### config.mk
export PLATFORM = sky130hd
export DESIGN_NAME = cmd_bus_initiator
export DESIGN_NICKNAME = d
export VERILOG_FILES = /design/src/rtl/cmd_bus_initiator.sv
export SDC_FILE = /design/constraint.sdc
export NUM_CORES = 1
export LEC_CHECK = 0
export CORE_ASPECT_RATIO = 1.1
export CORE_UTILIZATION = 50
export CTS_CLUSTER_DIAMETER = 80
export DETAILED_ROUTE_END_ITERATION = 10
export GPL_ROUTABILITY_DRIVEN = 0
export PLACE_DENSITY = 0.79
export RECOVER_POWER = 25
export SLEW_MARGIN = 5
export SYNTH_ARGS = -nofsm -noshare
export SYNTH_HDL_FRONTEND = slang
export SYNTH_SLANG_ARGS = --single-unit
export TNS_END_PERCENT = 20
### constraint.sdc
create_clock -name clk -period 2.55 [get_ports clk]
set_input_delay 0.51 -clock clk [delete_from_list [all_inputs] [get_ports clk]]
set_output_delay 0.51 -clock clk [all_outputs]
set_load 0.01 [all_outputs]
### src/rtl/cmd_bus_initiator.sv
// cmd_bus_initiator: takes one client memory command, sends it on the 8-bit command bus and waits for the ack.
// Optional feature macro: CMD_RETRY_EN resends the frame after a timeout or a responder error.
module cmd_bus_initiator #(
  parameter int unsigned ID_W        = 8,
  parameter int unsigned ACK_TIMEOUT = 256,
  parameter int unsigned MAX_RETRY   = 3
) (
  input  logic            clk,
  input  logic            rst_n,
  input  logic            req_valid,
  output logic            req_ready,
  input  logic [ID_W-1:0] req_dest,
  input  logic [7:0]      req_opcode,
  input  logic [23:0]     req_addr,
  output logic [7:0]      bus_data,
  output logic            bus_valid,
  input  logic            bus_ready,
  input  logic            ack_valid,
  input  logic [ID_W-1:0] ack_id,
  input  logic            ack_err,
  output logic            busy,
  output logic            done,
  output logic [1:0]      status
);

  localparam int unsigned CNT_W   = $clog2(ACK_TIMEOUT);
  localparam int unsigned RETRY_W = (MAX_RETRY < 1) ? 1 : $clog2(MAX_RETRY + 1);

  localparam logic [7:0] OP_WRITE = 8'h02;
  localparam logic [7:0] OP_READ  = 8'h03;
  localparam logic [7:0] OP_ER4K  = 8'h20;
  localparam logic [7:0] OP_ER32K = 8'h52;
  localparam logic [7:0] OP_ER64K = 8'hD8;
  localparam logic [7:0] OP_RESET = 8'h99;

  localparam logic [1:0] ST_OK  = 2'b00;
  localparam logic [1:0] ST_ERR = 2'b01;
  localparam logic [1:0] ST_TMO = 2'b10;
  localparam logic [1:0] ST_ILL = 2'b11;

  // Parameter sanity check at elaboration.
  if (ID_W == 0 || ID_W > 8 || ACK_TIMEOUT < 2 || RETRY_W > 16) begin : g_param_check
    $error("cmd_bus_initiator: illegal parameter combination");
  end

  typedef enum logic [2:0] {
    S_IDLE, S_ID, S_OP, S_A2, S_A1, S_A0, S_WAIT, S_DONE
  } state_e;

  state_e            state_q, state_d;
  logic [ID_W-1:0]   dest_q, dest_n;
  logic [7:0]        op_q, op_n;
  logic [23:0]       addr_q, addr_n;
  logic [CNT_W-1:0]  cnt_q, cnt_d;
  logic [7:0]        bus_data_d;
  logic              bus_valid_d, req_ready_d, busy_d, done_d;
  logic [1:0]        status_d, result;
  logic              accept, bus_hs, ack_hit, timeout;
`ifdef CMD_RETRY_EN
  logic [RETRY_W-1:0] retry_q;
  logic               retry_go;
`endif

  function automatic logic opcode_legal(input logic [7:0] op);
    return op inside {OP_WRITE, OP_READ, OP_ER4K, OP_ER32K, OP_ER64K, OP_RESET};
  endfunction

  assign accept  = req_valid & req_ready & (state_q == S_IDLE);
  assign bus_hs  = bus_valid & bus_ready;
  assign ack_hit = ack_valid & (ack_id == dest_q);
  assign timeout = (cnt_q == CNT_W'(ACK_TIMEOUT - 1));

  // State and registered outputs.
  always_ff @(posedge clk or negedge rst_n) begin
    if (!rst_n) begin
      state_q   <= S_IDLE;
      dest_q    <= '0;
      op_q      <= '0;
      addr_q    <= '0;
      cnt_q     <= '0;
      bus_data  <= '0;
      bus_valid <= 1'b0;
      req_ready <= 1'b0;
      busy      <= 1'b0;
      done      <= 1'b0;
      status    <= ST_OK;
`ifdef CMD_RETRY_EN
      retry_q   <= '0;
`endif
    end else begin
      state_q   <= state_d;
      dest_q    <= dest_n;
      op_q      <= op_n;
      addr_q    <= addr_n;
      cnt_q     <= cnt_d;
      bus_data  <= bus_data_d;
      bus_valid <= bus_valid_d;
      req_ready <= req_ready_d;
      busy      <= busy_d;
      done      <= done_d;
      status    <= status_d;
`ifdef CMD_RETRY_EN
      if (accept)        retry_q <= '0;
      else if (retry_go) retry_q <= RETRY_W'(retry_q + 1'b1);
`endif
    end
  end

  // Next state and completion code.
  always_comb begin
    state_d = state_q;
    result  = ST_OK;
`ifdef CMD_RETRY_EN
    retry_go = 1'b0;
`endif
    unique case (state_q)
      S_IDLE: if (accept) begin
        if (opcode_legal(req_opcode)) begin
          state_d = S_ID;
        end else begin
          state_d = S_DONE;
          result  = ST_ILL;
        end
      end
      S_ID: if (bus_hs) state_d = S_OP;
      S_OP: if (bus_hs) state_d = (op_q == OP_RESET) ? S_WAIT : S_A2;
      S_A2: if (bus_hs) state_d = S_A1;
      S_A1: if (bus_hs) state_d = S_A0;
      S_A0: if (bus_hs) state_d = S_WAIT;
      S_WAIT: if (ack_hit || timeout) begin
        // A matching ack takes priority over a coincident timeout.
        result  = ack_hit ? (ack_err ? ST_ERR : ST_OK) : ST_TMO;
        state_d = S_DONE;
`ifdef CMD_RETRY_EN
        if (result != ST_OK && retry_q < RETRY_W'(MAX_RETRY)) begin
          retry_go = 1'b1;
          state_d  = S_ID;
        end
`endif
      end
      S_DONE:  state_d = S_IDLE;
      default: state_d = S_IDLE;
    endcase
  end

  // Next values of the registered outputs and datapath.
  always_comb begin
    dest_n = dest_q;
    op_n   = op_q;
    addr_n = addr_q;
    if (accept) begin
      dest_n = req_dest;
      op_n   = req_opcode;
      addr_n = req_addr;
    end
    bus_valid_d = 1'b0;
    bus_data_d  = '0;
    unique case (state_d)
      S_ID: begin bus_valid_d = 1'b1; bus_data_d = 8'(dest_n);     end
      S_OP: begin bus_valid_d = 1'b1; bus_data_d = op_n;           end
      S_A2: begin bus_valid_d = 1'b1; bus_data_d = addr_n[23:16];  end
      S_A1: begin bus_valid_d = 1'b1; bus_data_d = addr_n[15:8];   end
      S_A0: begin bus_valid_d = 1'b1; bus_data_d = addr_n[7:0];    end
      default: ;
    endcase
    req_ready_d = (state_d == S_IDLE);
    busy_d      = (state_d != S_IDLE);
    done_d      = (state_d == S_DONE);
    status_d    = (state_d == S_DONE) ? result : status;
    cnt_d       = (state_q == S_WAIT) ? CNT_W'(cnt_q + 1'b1) : '0;
  end

endmodule

==> results.py <==
metrics = {
    "outcome": {
        "outcome": "completed",
    },
    "final_layout": {
        "syn2layout_area_growth_pct": 32.21,
        "finish.utilization": 0.6901,
        "drive_gt1_frac": 0.1901,
        "num_antenna_cells": 0,
        "nets": 392,
    },
    "clock_tree": {
        "cts_buffers": 9,
        "cts_setup_buffers": 0,
        "cts-resized-gates": 0,
        "cts_htree_levels": 3,
        "cts_root_buf": "clkbuf_8",
        "path_clk_slew_ns": 0.07,
        "cts.sink_count": 65,
        "cts_tree": "done",
        "clk_latency_ns": 0.34,
        "cts_max_path_buffers": 2,
        "hold_buffers": 0,
    },
    "global_routing": {
        "first_global_vias": 2355,
        "grt_max_degree": 42,
        "antenna_found_initial": 0,
        "grt_pass1_wl_mm": 11.33,
        "overflow": 0,
        "grt_usage": 0.2316,
    },
    "floorplanning": {
        "dieArea_um2": 6415,
        "core_area_um2": 5842,
        "num_rows": 29,
        "start_util": 0.5220,
        "fp.dieW_um": 76.46,
        "die_height_um": 83.91,
        "io_pins": 68,
    },
    "routing": {
        "dr.pass1.iters": 4,
        "detail-route-antenna-nets": 0,
        "drt_wl_total_mm": 6.772,
        "via_per_inst": 5.494,
        "via_count": 2302,
        "wl_per_cell_um": 16.16,
        "drc": 0,
        "drt_iter0_markers": 102,
    },
    "critical_path": {
        "worst_setup_path_end_kind": "flop",
        "crit_fanout": 6,
        "cp.required_ns": 2.74,
        "r2r_slack_ns": 0.28,
        "start_kind": "flop",
        "worstReg2RegStart": "op_q[1]",
        "critical_path_arrival_ns": 2.46,
        "worstSetupPathType": "flop to flop",
        "r2r-end": "bus_data[0]",
        "rr_worst_depth": 6,
    },
    "sta": {
        "setup_viol": 0,
        "grt_setup_unrepaired": "no",
        "fin_crit_ns": 2.269,
        "finalClockSkew_ns": 0.007897,
        "hold_viol": 0,
        "fin_crit_sh": 0.8897,
        "whs_ns": 0.4661,
        "fmax_mhz": 440.8,
        "worstMarginPinSlew_ns": 1.380,
        "slew_headroom": 0.07996,
        "slew_viol_final": 0,
    },
    "placement": {
        "io_buffers": 67,
        "dp_hpwl_mm": 4.975,
    },
    "synthesis": {
        "avgSynthCellArea_um2": 11.77,
        "synth_area_um2": 3049,
        "yosys_warnings": 0,
        "synth_fp_nets": 314,
        "yosysSeqAreaShare": 0.5334,
        "synth-seq-cells": 65,
        "synth_cell_type_count": 43,
        "syn-instance-count": 259,
    },
    "power": {
        "peakVddDrop_v": 0.0005815,
        "finalPower_mw": 4.098,
        "leakage_nw": 1.718,
        "p_per_area_nw_per_um2": 1017,
    },
    "run": {
        "maxCapViolCount": 0,
    },
    "hold_path": {
        "hold_class": "input port to async pin",
    },
}
[cells by family (layout without fill, tap and decap cells)]
kind of cell             after synthesis  in the layout  synth area share
adder cells (fa/ha/maj)                1              1          0.004103
XOR/XNOR                              13             13           0.03734
multiplexers                          40             40            0.1449
flip-flops                            65             65            0.5334
AO/OA/AOI/OAI                         49             49            0.1116
buffers and inverters                 25            108           0.04308
AND/OR/NAND/NOR                       66             66            0.1256
[metal layers]
layer | GRT usage | routed length [um] | vias up
met5 | 0 | 0 | -
met4 | 0.09965 | 59 | 0
met3 | 0.03607 | 217 | 6
met2 | 0.3857 | 3451 | 67
met1 | 0.2997 | 3044 | 1139
li1 | - | - | 1090
[worst max-delay path, stage by stage (launching register included)]
cell,delay (ns)
dfrtp_1,0.38
nor4bb_1,0.54
a21oi_1,0.24
o2bb2ai_1,0.22
buf_4,0.18
a221oi_1,0.42
o211ai_1,0.14
[state kept, by name, indices dropped and copies added, names as in the netlist, 2 cells and up]
register and cells:
status 2, cnt_q 8, state_q 3, bus_data 8, addr_q 24, op_q 8
dest_q 8
[report_power, final]
part	internal, mW	total (mW)	switching (mW)	leakage [nW]
logic	0.822	1.64	0.818	0.809
registers	1.45	1.64	0.191	0.813
clock network	0.411	0.820	0.409	0.0959
[Yosys cell counts, drive strengths merged]
master | number | area [um2]
dfrtp | 65 | 1627
mux2 | 33 | 371.6
nor2 | 18 | 67.56
inv | 13 | 48.80
xnor2 | 11 | 96.34
buf | 10 | 73.81
nand4 | 10 | 62.56
a21oi | 9 | 45.04
o211ai | 9 | 67.56
a221oi | 8 | 70.07
mux2i | 7 | 70.07
o21a | 7 | 52.55
nand2 | 6 | 22.52
nand2b | 6 | 45.04
o21ai | 6 | 30.03
and3 | 5 | 31.28
nand3b | 4 | 42.54
nor3 | 4 | 20.02
and2 | 3 | 18.77
a211oi | 2 | 15.01
a21o | 2 | 15.01
a31oi | 2 | 12.51
nand3 | 2 | 10.01
nor4bb | 2 | 20.02
xor2 | 2 | 17.52
a21bo | 1 | 10.01
and4 | 1 | 8.760
clkbuf | 1 | 3.750
clkinv | 1 | 5.000
ha | 1 | 12.51
nor3b | 1 | 7.510
nor4 | 1 | 6.260
o22ai | 1 | 6.260
o2bb2ai | 1 | 8.760
o31ai | 1 | 7.510
or2 | 1 | 6.260
or3 | 1 | 6.260
or4 | 1 | 7.510
[cell type report]
cell class / instances / area (um2)
tap: 77 / 96.34
inverter: 14 / 53.80
clock buffer: 11 / 151.4
clock inverter: 5 / 38.79
fill: 455 / 1810
multi-input combinational: 169 / 1292
sequential: 65 / 1627
timing repair buffer: 78 / 772.0
[worst max path at each step]
stage / start / end / cells past startpoint
floorplan: state_q[2] / bus_data[7] / 8
global placement: ack_id[0] / bus_data[0] / 7
detailed placement: ack_id[6] / bus_data[4] / 7
CTS: op_q[1] / bus_data[0] / 6
global route: op_q[1] / bus_data[2] / 6
finish: op_q[1] / bus_data[0] / 6
[stage by stage]
stage / area (um2) / std cells / TNS (ns) / setup slack [ns]
final: 4031 / 419 / 0 / 0.2813
after CTS: 4033 / 419 / 0 / 0.2594
after global placement: 3842 / 403 / 0 / 0.01645
after detailed placement: 3842 / 403 / -0.1259 / -0.02581
after floorplan: 3049 / 259 / 0 / 0.5592
after global routing: 4031 / 419 / 0 / 0.1533
[placed cells by master, fill, tap and decap left out, drive strengths merged, types with 3 or more instances in the layout]
cell type / count
a21oi: 9
a221oi: 8
and2: 3
and3: 5
buf: 11
clkbuf: 12
clkdlybuf4s50: 66
clkinv: 4
dfrtp: 65
inv: 14
mux2: 33
mux2i: 7
nand2: 6
nand2b: 6
nand3b: 4
nand4: 10
nor2: 18
nor3: 4
o211ai: 9
o21a: 7
o21ai: 6
xnor2: 11
No activity file was read; power rests on OpenSTA's default activity.
==> RTL edit 1 (config.mk and constraints unchanged) <==
Set the parameter `ACK_TIMEOUT` to 512 (it was 256).
--- a/src/rtl/cmd_bus_initiator.sv
+++ b/src/rtl/cmd_bus_initiator.sv
@@ -2,7 +2,7 @@
 // Optional feature macro: CMD_RETRY_EN resends the frame after a timeout or a responder error.
 module cmd_bus_initiator #(
   parameter int unsigned ID_W        = 8,
-  parameter int unsigned ACK_TIMEOUT = 256,
+  parameter int unsigned ACK_TIMEOUT = 512,
   parameter int unsigned MAX_RETRY   = 3
 ) (
   input  logic            clk,
Formal check against the unedited RTL: no difference found for any inputs over 10 cycles, from zero or initial values and one cycle with rst_n low; that may be too few to reach the edited logic, so the function may still have changed.
==> RTL edit 1 against the original RTL <==
- sequential share of layout area up 0.68 points
- die area down 0.92%
- area after synthesis down 0.94%
- wire length up 1.2%
- power down 1.1%
- cell area down 0.16%
- first-iteration DRC count up 22%
- non-clock buffer count up 5
- setup slack worse by 150 ps
- sequential cell count up 1
- clock power down 1%
- critical endpoint is now bus_data[2]
- largest cell class unchanged
==> RTL edit 1: results (changes against the original RTL) <==
* finished, final reports clean — run status
* 11450 um — wire length of the first global-routing pass, +1.1%
* simple AND/OR/NAND/NOR gates — cell type group with the largest total delay on the critical path
* dfrtp_1 — Slowest cell on crit path
* 0.008285 — Post-Synth Adder-Cell Area, +0.004182
* 5 — first-pass iteration count of the detailed router, +1
* 40 — pin count of the biggest net entering global routing, -4.8%
* dfrtp_1 55%, mux2_2 8.9%, mux2i_1 5.3% — ranking of synthesized cells by area
* 0.1671 — share of cells above drive strength 1, -0.02291
* 0.2369 — Tot GR Track Use, +0.005281
* 1434 ps — Least-Margin Pin Slew, +54.23 ps
* 0.09901 — Compound-Gate Fraction of Synth Area, -0.01261
* 313 — Synthesized Nets, -0.32%
* 2610 ps — arrival time of data at the critical path endpoint, +150 ps
* 27 — largest fanout of any net on the critical path, +21
* 450 — Fill cells, -1.1%
* 66 x dfrtp_1, 24 x mux2_2, 22 x inv_1 — top cell types by occurrence after synthesis
* clkbuf_8 — clock tree root driver cell
* 1.362 mW — net load switching power, -4.0%
* 4991 um — detailed-placement wirelength estimate, +0.31%
* 0.003830 mm^2 — cell area after placement, -0.33%
* 2440 — vias in the first global route, +3.6%
* 0.1425 — multiplexer fraction of the synthesized cell area, -0.002348
* 500 ps — peak per-stage delay on the critical path, -40 ps
* 40 — Yosys cell types, -7.0%
* 1.777 nW — leakage dissipation, +3.4%
* 398 — net total in the final layout, +1.5%
* 5.564 — Via density, +1.3%
* -182.2 ps — Placement Setup Slack, -156.3 ps
* 0.5468 — sequential cell area fraction in the yosys report, +0.01337
* 6855 um — wirelength, routed, +1.2%
* 124 — initial DRC count, +22%
* 0.0006070 V — peak supply drop, +4.4%
* 6.321 ps — maximum clock skew at final layout, -1.576 ps
* 3 — number of H-tree levels, unchanged
* 0.03770 — post-synthesis xor/xnor area fraction, +0.0003558
[RTL edit 1: repair_timing]
action,CTS,global route
buffers inserted,0,2
resized for setup,0,1
endpoints found under the setup margin,0,8
[RTL edit 1: metal layers]
layer / track usage / part of all wire / vias up
li1: - / - / 1092
met1: 0.2824 / 0.40 / 1179
met2: 0.4058 / 0.53 / 71
met3: 0.04590 / 0.044 / 17
met4: 0.1259 / 0.027 / 0
met5: 0 / 0 / -
[RTL edit 1: cell type report]
cell class | count | area share
sequential | 66 | 0.4103
multi-input combinational | 159 | 0.3049
timing repair buffer | 83 | 0.1933
clock buffer | 14 | 0.04290
tap | 77 | 0.02394
inverter | 23 | 0.02207
clock inverter | 2 | 0.002487
[RTL edit 1: path summary, 6_finish.rpt]
check	from	endpoint	slack, ps	cells after the start
min in group clk	cnt_q[0]	cnt_q[0]	460	1
min	rst_n	addr_q[8]	420	2
min reg2reg	cnt_q[0]	cnt_q[0]	460	1
max	state_q[0]	bus_data[2]	130	5
max in group asynchronous	rst_n	op_q[0]	1100	2
max reg2reg	state_q[0]	bus_data[2]	130	5
[RTL edit 1: power by group through the flow]
stage | Sequential [mW] | Combinational (mW) | Clock [mW]
after global placement | 1.67 | 1.47 | 0
after global routing | 1.71 | 1.71 | 0.863
after CTS | 1.67 | 1.53 | 0.822
final | 1.67 | 1.57 | 0.810
after floorplan | 1.66 | 0.943 | 0
after detailed placement | 1.69 | 1.52 | 0
[RTL edit 1: per-stage QoR]
| step | instances | util |
|---|---|---|
| global placement | 406 | 0.6597 |
| CTS | 422 | 0.6912 |
| finish | 424 | 0.6933 |
| global route | 424 | 0.6933 |
| detailed placement | 406 | 0.6597 |
| floorplan | 257 | - |
==> RTL edit 2 (same flow settings) <==
Made on the original files. Register the output `status` once more, cleared by the reset; this adds one clock of latency there. The other outputs are not delayed to match.
--- a/src/rtl/cmd_bus_initiator.sv
+++ b/src/rtl/cmd_bus_initiator.sv
@@ -37,6 +37,8 @@
   localparam logic [1:0] ST_ERR = 2'b01;
   localparam logic [1:0] ST_TMO = 2'b10;
   localparam logic [1:0] ST_ILL = 2'b11;
+
+  logic [1:0] status_s0;
 
   // Parameter sanity check at elaboration.
   if (ID_W == 0 || ID_W > 8 || ACK_TIMEOUT < 2 || RETRY_W > 16) begin : g_param_check
@@ -83,7 +85,7 @@
       req_ready <= 1'b0;
       busy      <= 1'b0;
       done      <= 1'b0;
-      status    <= ST_OK;
+      status_s0 <= ST_OK;
 `ifdef CMD_RETRY_EN
       retry_q   <= '0;
 `endif
@@ -98,7 +100,7 @@
       req_ready <= req_ready_d;
       busy      <= busy_d;
       done      <= done_d;
-      status    <= status_d;
+      status_s0 <= status_d;
 `ifdef CMD_RETRY_EN
       if (accept)        retry_q <= '0;
       else if (retry_go) retry_q <= RETRY_W'(retry_q + 1'b1);
@@ -166,8 +168,16 @@
     req_ready_d = (state_d == S_IDLE);
     busy_d      = (state_d != S_IDLE);
     done_d      = (state_d == S_DONE);
-    status_d    = (state_d == S_DONE) ? result : status;
+    status_d    = (state_d == S_DONE) ? result : status_s0;
     cnt_d       = (state_q == S_WAIT) ? CNT_W'(cnt_q + 1'b1) : '0;
+  end
+
+  always_ff @(posedge clk or negedge rst_n) begin
+    if (!rst_n) begin
+      status <= '0;
+    end else begin
+      status <= status_s0;
+    end
   end
 
 endmodule
Function: changed (a bounded check fails within 4 cycles, from zero or initial values and one cycle with rst_n low).
==> RTL edit 2 against the original RTL <==
- the flow now finishes with violations (capacitance limit, slew limit)
- register-to-register slack better by 80 ps
- sequential share of layout area down 1.5 points
- die area increased by 4.8%
- wire length is 8.0% higher
- area after synthesis rose by 4.9%
- setup slack improved by 72 ps
- sequential cell count grew 2
- cell area up 7.0%
- power is 15% higher
- worst hold slack got worse by 72 ps
- synthesized cell count up 8.5%
- non-clock buffer count up 17
- critical endpoint is now bus_data[5]
- clock skew fell by 1.8 ps
==> RTL edit 2: results (changes against the original RTL) <==
* complete, but fails checks — run status
* capacitance limit, slew limit — violated checks
* 0.2881 — global-route met1 utilization, -0.01157
* 1624 ps — Least-Margin Pin Slew, +243.7 ps
* 68 — number of max-slew violations in the final report, +68
* 44 — Yosys cell types, +2.3%
* 2420 ps — arrival time of data at the critical path endpoint, -40 ps
* 336 — Synthesized Nets, +7.0%
* 0.4019 — met2 Usage GRT, +0.01616
* 67 x dfrtp_1, 32 x mux2_2, 25 x nand2_1 — top cell types by occurrence after synthesis
* 428 — net total in the final layout, +9.2%
* register to register — worst hold path class
* 11 — largest fanout of any net on the critical path, +5
* dfrtp_1 — most frequently used cell type in the post-synthesis netlist
* 442 — placed cells, +9.7%
* 0.0006135 V — peak supply drop, +5.5%
* 5.357 — Via density, -2.5%
* 468 — Fill cells, +2.9%
* 340 ps — clock latency of the later-clocked register in the worst-skew pair, about the same
* 3.100 mW — Internal Power, +16%
* 1 — max capacitance violation total, +1
* 11.39 um^2 — Syn Area/Cell, -3.3%
* 11790 um — wire length of the first global-routing pass, +4.0%
* 7311 um — wirelength, routed, +8.0%
* nor3b_4 — Slowest cell on crit path
* 0 — Inserted Diodes, unchanged
* 0.05957 — routing usage on met3, +0.02351
* 16.00 um — WL/cell, -1.0%
* dfrtp_1 52%, mux2_2 11%, mux2i_1 5.0% — ranking of synthesized cells by area
* 129 — initial DRC count, +26%
* 0.5241 — sequential cell area fraction in the yosys report, -0.009391
* 0.004125 mm^2 — cell area after placement, +7.4%
* 5234 um — detailed-placement wirelength estimate, +5.2%
* 0.2351 — Tot GR Track Use, +0.003544
* 560 ps — peak per-stage delay on the critical path, +20 ps
* 2475 — vias in the first global route, +5.1%
* clkbuf_8 — clock tree root driver cell
* 6.059 ps — maximum clock skew at final layout, -1.837 ps
* 0.2122 — share of cells above drive strength 1, +0.02214
* 68 — pin count of the biggest net entering global routing, +62%
* 1.936 nW — leakage dissipation, +13%
-- RTL edit 2: per-stage QoR --
step	TNS [ps]	hold slack (ps)	setup WS [ps]	power (mW)	utilization
floorplan	0	214.4	608.0	3.046	-
global placement	-1114	367.4	-152.7	3.768	0.6701
detailed placement	-1751	379.8	-224.6	3.828	0.6701
CTS	0	189.7	154.6	4.708	0.7022
global route	0	405.6	214.6	4.991	0.7008
finish	0	394.2	353.8	4.699	0.7008
-- RTL edit 2: worst paths after layout --
check / start / to / slack, ps / depth (start not counted)
worst max-delay path: bus_ready / bus_data[5] / 350 / 7
worst min-delay path: status_s0[1] / status[1] / 390 / 0
worst max register to register: cnt_q[0] / bus_data[5] / 360 / 7
worst min register to register: status_s0[1] / status[1] / 390 / 0
max in group asynchronous: rst_n / cnt_q[1] / 920 / 2
min in group asynchronous: rst_n / dest_q[6] / 640 / 2
-- RTL edit 2: layout make-up --
cell class,instances,area share
Multi-Input combinational cell,188,0.3266
Tap cell,80,0.02320
Clock buffer,14,0.04466
Clock inverter,1,0.001160
Inverter,12,0.01044
Timing Repair Buffer,95,0.2053
Sequential cell,67,0.3886
-- RTL edit 2: routing by layer --
layer	vias up	routed length, um
met3	11	396
met1	1204	3143
li1	1161	-
met5	-	0
met4	0	103
met2	72	3668
-- RTL edit 2: what timing repair did --
| item | in CTS | in global routing |
|---|---|---|
| hold endpoints to repair | 0 | 0 |
| setup endpoints to repair | 0 | 2 |
| resized for setup | 0 | 1 |
-- RTL edit 2: critical path: cells and delay by family --
family,cells,cell delay (ps)
compound gates,4,670
buf+inv,1,490
mux,1,180
simple gates,1,560
-- RTL edit 2: kinds of logic (layout without fill, tap and decap cells) --
| kind of cell | after synthesis | count (layout) | share of synthesized area |
|---|---|---|---|
| DFF | 67 | 67 | 0.5241 |
| adders and majority gates | 1 | 1 | 0.003910 |
| AOI/OAI and AO/OA | 40 | 40 | 0.08799 |
| and+or+nand+nor | 84 | 84 | 0.1408 |
| muxes | 48 | 48 | 0.1627 |
| xor gates and xnor gates | 15 | 15 | 0.04106 |
| buffers and inverters | 26 | 122 | 0.03950 |
-- RTL edit 2: power by group through the flow --
stage / combinational, mW / clock (mW) / sequential, mW
finish: 2.13 / 0.865 / 1.70
global route: 2.31 / 0.926 / 1.75
CTS: 2.13 / 0.874 / 1.71
detailed placement: 2.11 / 0 / 1.72
global placement: 2.06 / 0 / 1.71
floorplan: 1.35 / 0 / 1.70
